--- src/rtl/serial_adder_seq.sv ---
// serial_adder_seq: multi-cycle adder that produces {co,s} = a + b + ci by
// adding DIGIT bits per clock over WIDTH/DIGIT cycles, carrying between
// digits in a single register. Operands are captured when start is accepted,
// so the requester is free to change them while the add is running.
// WIDTH must be >= 1 and DIGIT must divide WIDTH exactly.
module serial_adder_seq #(
    parameter int WIDTH = 8,
    parameter int DIGIT = 1
) (
    input  logic             clk,
    input  logic             rst_n,
    input  logic             start,
    input  logic [WIDTH-1:0] a,
    input  logic [WIDTH-1:0] b,
    input  logic             ci,
    output logic             busy,
    output logic             done,
    output logic [WIDTH-1:0] s,
    output logic             co
);

    // Number of digit steps per add, and a counter wide enough to reach it.
    localparam int N  = WIDTH / DIGIT;
    localparam int CW = (N < 1) ? 1 : $clog2(N + 1);

    typedef enum logic [1:0] {
        IDLE,
        RUN,
        DONE
    } state_t;

    state_t           state_q, state_d;
    logic [WIDTH-1:0] ra_q, ra_d;
    logic [WIDTH-1:0] rb_q, rb_d;
    logic [WIDTH-1:0] rs_q, rs_d;
    logic             carry_q, carry_d;
    logic [CW-1:0]    cnt_q, cnt_d;
    logic [WIDTH-1:0] s_q, s_d;
    logic             co_q, co_d;

    // Digit-adder datapath results, used by the next-state logic below.
    logic [DIGIT:0]   digitSum;
    logic [WIDTH-1:0] rsShift;
    logic [CW-1:0]    cntInc;

    // One digit of the add: low digits of both operands plus the running
    // carry. The new sum digit enters rs from the top, so after N steps the
    // first digit computed has travelled down to the LSBs.
    always_comb begin
        digitSum = {1'b0, ra_q[DIGIT-1:0]} + {1'b0, rb_q[DIGIT-1:0]}
                 + {{DIGIT{1'b0}}, carry_q};
        rsShift  = (rs_q >> DIGIT) | (WIDTH'(digitSum[DIGIT-1:0]) << (WIDTH - DIGIT));
        cntInc   = cnt_q + CW'(1);
    end

    // Next-state logic: accept from IDLE or DONE, step digits in RUN, and
    // publish s/co only on the final digit so they hold between adds.
    always_comb begin
        state_d = state_q;
        ra_d    = ra_q;
        rb_d    = rb_q;
        rs_d    = rs_q;
        carry_d = carry_q;
        cnt_d   = cnt_q;
        s_d     = s_q;
        co_d    = co_q;

        case (state_q)
            IDLE, DONE: begin
                if (start) begin
                    ra_d    = a;
                    rb_d    = b;
                    carry_d = ci;
                    rs_d    = '0;
                    cnt_d   = '0;
                    state_d = RUN;
                end else begin
                    state_d = IDLE;
                end
            end
            RUN: begin
                ra_d    = ra_q >> DIGIT;
                rb_d    = rb_q >> DIGIT;
                rs_d    = rsShift;
                carry_d = digitSum[DIGIT];
                cnt_d   = cntInc;
                if (cntInc == CW'(N)) begin
                    s_d     = rsShift;
                    co_d    = digitSum[DIGIT];
                    state_d = DONE;
                end
            end
            default: begin
                state_d = IDLE;
            end
        endcase
    end

    // State and datapath registers; reset aborts any add in flight.
    always_ff @(posedge clk or negedge rst_n) begin
        if (!rst_n) begin
            state_q <= IDLE;
            ra_q    <= '0;
            rb_q    <= '0;
            rs_q    <= '0;
            carry_q <= 1'b0;
            cnt_q   <= '0;
            s_q     <= '0;
            co_q    <= 1'b0;
        end else begin
            state_q <= state_d;
            ra_q    <= ra_d;
            rb_q    <= rb_d;
            rs_q    <= rs_d;
            carry_q <= carry_d;
            cnt_q   <= cnt_d;
            s_q     <= s_d;
            co_q    <= co_d;
        end
    end

    assign busy = (state_q == RUN);
    assign done = (state_q == DONE);
    assign s    = s_q;
    assign co   = co_q;

endmodule

--- config.mk ---
export PLATFORM = sky130hd
export DESIGN_NAME = serial_adder_seq
export DESIGN_NICKNAME = d
export VERILOG_FILES = /design/src/rtl/serial_adder_seq.sv
export SDC_FILE = /design/constraint.sdc
export NUM_CORES = 1
export LEC_CHECK = 0
export BUFFER_PORTS_ARGS = -buffer_cell sky130_fd_sc_hd__buf_2
export CAP_MARGIN = 15
export CORE_ASPECT_RATIO = 0.7
export CORE_MARGIN = 1.5
export CORE_UTILIZATION = 55
export DETAILED_ROUTE_END_ITERATION = 10
export PLACE_DENSITY = 0.76
export SLEW_MARGIN = 25
export SYNTH_ARGS = -nofsm -noshare
export SYNTH_HDL_FRONTEND = slang
export SYNTH_SLANG_ARGS = --single-unit
export TNS_END_PERCENT = 100
--- constraint.sdc ---
create_clock -name clk -period 2.8 [get_ports clk]
set_input_delay 0.42 -clock clk [delete_from_list [all_inputs] [get_ports clk]]
set_output_delay 0.42 -clock clk [all_outputs]
set_load 0.02 [all_outputs]
# ---- Word-level counts from Yosys, hierarchy flattened
# Cells that the tools add are included.
dict set report totals {
  regBits 40
  latch_bits 0
  mem_bits_rw 0
  rom_bits 0
  inputBits 20
  output_inout_bits 11
  memories 0
}
dict set report op_classes {
  add_sub_neg 3
  mul 0
  div 0
  magnitude_cmp 0
  eq_ne 5
  shift 0
  n_mux 13
  bitwise 1
  reduce_logical 5
}
# op n
set op_table {}
lappend op_table {{$pmux 8 s2} 3}
lappend op_table {{$mux 8} 3}
lappend op_table {{$or 7x8->8} 1}
lappend op_table {{$pmux 4 s2} 1}
lappend op_table {{$add 4x1->4 const B} 1}
lappend op_table {{$eq 4x4->1 const B} 1}
lappend op_table {{$mux 4} 1}
lappend op_table {{$pmux 2 s2} 1}
lappend op_table {{$reduce_and 2->1} 2}
lappend op_table {{$add 1x1->2} 1}
lappend op_table {{$add 2x1->2} 1}
lappend op_table {{$eq 2x1->1 const B} 1}
lappend op_table {{$eq 2x2->1 const B} 1}
lappend op_table {{$logic_not 2->1} 1}
lappend op_table {{$mux 1} 2}
lappend op_table {{$mux 2} 1}
lappend op_table {{$ne 2x1->1 const B} 1}
lappend op_table {{$ne 2x2->1 const B} 1}
lappend op_table {{$pmux 1 s2} 1}
lappend op_table {{$reduce_bool 2->1} 1}
lappend op_table {{$reduce_or 2->1} 1}

# ---- Longest topological paths before layout
dict set report depth {
  ltp_word 4
  depth_mapped 6
}

# ---- Worst setup path after synthesis
# OpenSTA, ideal clock, no wires.
dict set report synth_path {
  kind {register to register}
  startpoint {reg cnt_q[0]}
  endpoint {reg s_q[0], in the netlist s[0]}
  setup_time_ns 0.125
  arrival_time_ns 1.306
  setup_slack_ns 1.370
  path_stages_with_launch 4
  period_less_slack_ns 1.430
  path_cell_list {dfrtp_1 -> and3b_1 -> o2111ai_4 -> mux2_2}
}
dict set report synth_between {
  elab_chain_cells 3
}
# item line
set synth_rtl {}
lappend synth_rtl {{start: declaration} 37} ;# logic [CW-1:0] cnt_q, cnt_d;
lappend synth_rtl {{start signal: assignment} 116} ;# cnt_q <= cnt_d;
lappend synth_rtl {{$add 4x1->4} 53} ;# cntInc = cnt_q + CW'(1);
lappend synth_rtl {{$eq 4x4->1} 87} ;# if (cntInc == CW'(N)) begin
lappend synth_rtl {{$reduce_and 2->1 (no line)} --}
lappend synth_rtl {{end signal: assignment} 108} ;# s_q <= '0;
lappend synth_rtl {{end signal: assignment} 117} ;# s_q <= s_d;
lappend synth_rtl {{end: declaration} 38} ;# logic [WIDTH-1:0] s_q, s_d;
# Every way passes these cells.
# A chain may end at the register's enable or synchronous reset.

# ---- Worst setup path in the final report
dict set report layout_path {
  startpoint {reg state_q[0]}
  endpoint {reg rs_q[3]}
}
dict set report layout_between {
  elab_chain_cells 4
}
# item line
set layout_rtl {}
lappend layout_rtl {{start: declaration} 32} ;# state_t state_q, state_d;
lappend layout_rtl {{start signal: assignment} 111} ;# state_q <= state_d;
lappend layout_rtl {{$eq 2x2->1 or $logic_not 2->1 (tied branches)} 68} ;# case (state_q)
lappend layout_rtl {{$reduce_or 2->1} 68}
lappend layout_rtl {{$ne 2x2->1 (no line) or $reduce_bool 2->1 (tied branches)} --}
lappend layout_rtl {{$reduce_and 2->1 (no line)} --}
lappend layout_rtl {{end signal: assignment} 114} ;# rs_q <= rs_d;
lappend layout_rtl {{end: declaration} 35} ;# logic [WIDTH-1:0] rs_q, rs_d;
# Parallel ways exist; a longest one is shown, timed or not.

==> metrics.md <==
| Metric | Value |
|---|---|
| Least-Margin Pin Slew | `0.837 ns` |
| WL/cell | `13.8 um` |
| Final WL | `2.98 mm` |
| Initial antenna violation count | `0` |
| Final Hold Fails | `0` |
| Overall Power | `2.17 mW` |
| Pwr/cell area | `1140 mW/mm^2` |
| Final setup margin | `0.960 ns` |
| CTS tree | `built` |
| Fmax | `543 MHz` |
| FILL cells | `214` |
| Final setup fails | `0` |
| Slew margin rel. | `44.2%` |
| Core ar. | `0.00284 mm^2` |
| Initial Utilization | `58.7%` |
| CTS sink count | `39` |
| RSZ-0062 raised after global routing | `false` |
| Number of synthesized register bits | `39` |
| Global Route Usage Sum | `22.3%` |
| CP startpoint kind | `flop` |
| Outcome | `complete, no violations` |
| I/O Buffers | `30` |
| Antenna diodes | `0` |
| Tcrit/Tclk final | `65.7%` |
| Final Instance Area | `0.00191 mm^2` |
| Synth warn | `0` |
| Setup TNS | `0 ns` |
| RR Startpoint | `state_q[0]$_DFFE_PN0P_` |
| Post-DRT Antenna Nets | `0` |
| Area of placed instances | `0.00183 mm^2` |
| I/O pin count | `31` |
| Gp weighted congestion | `0.717` |
| Clock Latency Late Sink | `0.28 ns` |
| Initial drt markers | `41` |
| Syn nets | `175` |
| DR vias | `1,196` |
| Deepest clock path buffer count | `2` |
| Cell Rows | `16` |
| Post-Syn Area | `0.00167 mm^2` |
| Worst-path fanout max | `13` |
| Post-DP HPWL | `2.06 mm` |
| Postcts setup bufs | `0` |
| Post-route DRC violation count | `0` |
| Static Leak | `0.932 nW` |
| Fin crit period | `1.84 ns` |
| Area grow syn2layout | `14.3%` |
| Iteration count of the initial detailed-routing pass | `4` |
| Footprint of the multi-input gates | `639 um^2` |
| Cells after Synth | `153` |
| Clock-pin slew on the worst setup and hold paths | `0.07 ns` |
| Pin count of the biggest net entering global routing | `40` |
| Synth cell types | `26` |
| Worst setup path startpoint | `state_q[0]$_DFFE_PN0P_` |
| Worst vdd ir | `0.600 mV` |
| Nets | `204` |
| Max-slew violation count | `0` |
| Post-cts hold buffer count | `0` |
| Clock H-tree levels | `2` |
| Post-CTS Resized | `0` |
| Sequential area share after synthesis | `58.5%` |
| Die H | `49.1 um` |
| Grt ovf | `0` |
| Critical Path AT | `2.05 ns` |
| Syn Area/Cell | `10.9 um^2` |
| Via density | `5.51` |
| Die area | `0.00338 mm^2` |
| Worst min path class | `in -> async` |
| Max-Cap Viols | `0` |
| Total CTS buffers | `5` |
| First-pass GRT wire length | `5.49 mm` |
| CP Data Required Time | `3.01 ns` |
| Crit path kind | `reg -> reg` |
| Die width | `68.8 um` |
| Layout cells sized above 1 | `26.0%` |
| Crit. End Element | `flop` |
| Flip-flop and latch area | `976 um^2` |
| CTS Root Cell | `clkbuf_8` |
| Place WS | `0.993 ns` |
| Worst Skew | `0.00560 ns` |
| Number of global-route vias before repair | `1,226` |
-- synth_stat cells --
library cell / count / area share [%]
a211o_1: 1 / 0.53
a21boi_2: 1 / 0.68
a22o_1: 10 / 5.3
a31oi_1: 15 / 5.6
and3_1: 1 / 0.38
and3b_1: 1 / 0.53
buf_1: 2 / 0.45
buf_2: 6 / 1.8
clkbuf_1: 2 / 0.45
clkinv_1: 1 / 0.22
dfrtp_1: 39 / 59
fa_1: 1 / 1.2
ha_1: 1 / 0.75
inv_1: 1 / 0.22
mux2_1: 2 / 1.4
mux2_2: 8 / 5.4
mux2i_1: 1 / 0.60
nand2_1: 33 / 7.4
nand2b_1: 2 / 0.75
nand3_1: 2 / 0.60
nor2_1: 17 / 3.8
nor2b_1: 2 / 0.75
nor3_1: 1 / 0.30
o2111ai_4: 1 / 1.6
o21ai_0: 1 / 0.30
o31a_1: 1 / 0.53
-- routing by layer --
metal	share of wire [%]	global-route usage (%)	vias to the layer above
li1	-	-	583
met4	1.0	6.86	0
met3	4.7	7.39	4
met1	49	30.6	591
met5	0	0	-
met2	46	33.8	18
-- cell usage in the layout, fill, tap and decap left out --
cell | Yosys | routed
a211o_1 | 1 | 1
a21boi_2 | 1 | 1
a22o_1 | 10 | 10
a31oi_1 | 15 | 15
and3_1 | 1 | 1
and3b_1 | 1 | 1
buf_2 | 6 | 30
buf_4 | 0 | 2
clkbuf_1 | 2 | 1
clkbuf_8 | 0 | 5
clkinv_1 | 1 | 1
dfrtp_1 | 39 | 39
fa_1 | 1 | 1
ha_1 | 1 | 1
inv_1 | 1 | 1
mux2_1 | 2 | 2
mux2_2 | 8 | 8
mux2i_1 | 1 | 1
nand2_1 | 33 | 33
nand2b_1 | 2 | 2
nand3_1 | 2 | 2
nor2_1 | 17 | 17
nor2b_1 | 2 | 2
nor3_1 | 1 | 1
o2111ai_4 | 1 | 1
o21ai_0 | 1 | 1
o31a_1 | 1 | 1
-- cell families (layout without fill, tap and decap cells) --
| group | after synthesis | in the layout | share of synthesized area, % |
|---|---|---|---|
| AO/OA/AOI/OAI | 30 | 30 | 14.5 |
| adder cells (fa/ha/maj) | 2 | 2 | 1.95 |
| buffers and inverters | 12 | 40 | 3.15 |
| flip-flops | 39 | 39 | 58.5 |
| multiplexers | 11 | 11 | 7.35 |
| AND/OR/NAND/NOR | 59 | 59 | 14.6 |
-- flip-flops by register name (all words and copies together), names as in the netlist --
name,cells
s,8
cnt_q,4
rb_q,8
rs_q,7
state_q,2
ra_q,8
co,1
carry_q,1
-- through the flow --
stage	util, %	hold slack [ns]	std cells
2_1_floorplan	-	0.124	153
3_3_place_gp	64.5	0.475	211
3_5_place_dp	64.5	0.482	211
4_1_cts	67.0	0.272	217
5_1_grt	67.0	0.314	217
6_report	67.0	0.237	217
-- path summary, 6_finish.rpt --
kind / end / slack (ns) / depth (start not counted)
setup / recovery: rs_q[3]$_DFFE_PN0P_ / 0.96 / 4
hold / removal: ra_q[2]$_DFFE_PN0P_ / 0.24 / 1
setup reg to reg: rs_q[3]$_DFFE_PN0P_ / 0.96 / 4
hold reg to reg: s[7]$_DFFE_PN0P_ / 0.50 / 1
max in group asynchronous: s[2]$_DFFE_PN0P_ / 2.03 / 1
min in group clk: ra_q[7]$_DFFE_PN0P_ / 0.37 / 2
-- cell type report --
cell class	count	share of cell area (%)
Clock buffer	6	3.81
Inverter	2	0.394
Multi-Input combinational cell	102	33.6
Tap cell	36	2.36
Timing Repair Buffer	32	8.67
Sequential cell	39	51.2
-- where the power goes --
part / internal [mW] / switching (mW)
logic: 0.370 / 0.477
registers: 0.819 / 0.175
clock network: 0.166 / 0.167
-- worst max-delay path: stages (launching register included) --
cell,delay (ns)
dfrtp_1,0.40
nand2b_1,0.10
clkinv_1,0.33
nor2_1,0.70
a22o_1,0.23
(Power assumes the default switching activity.)
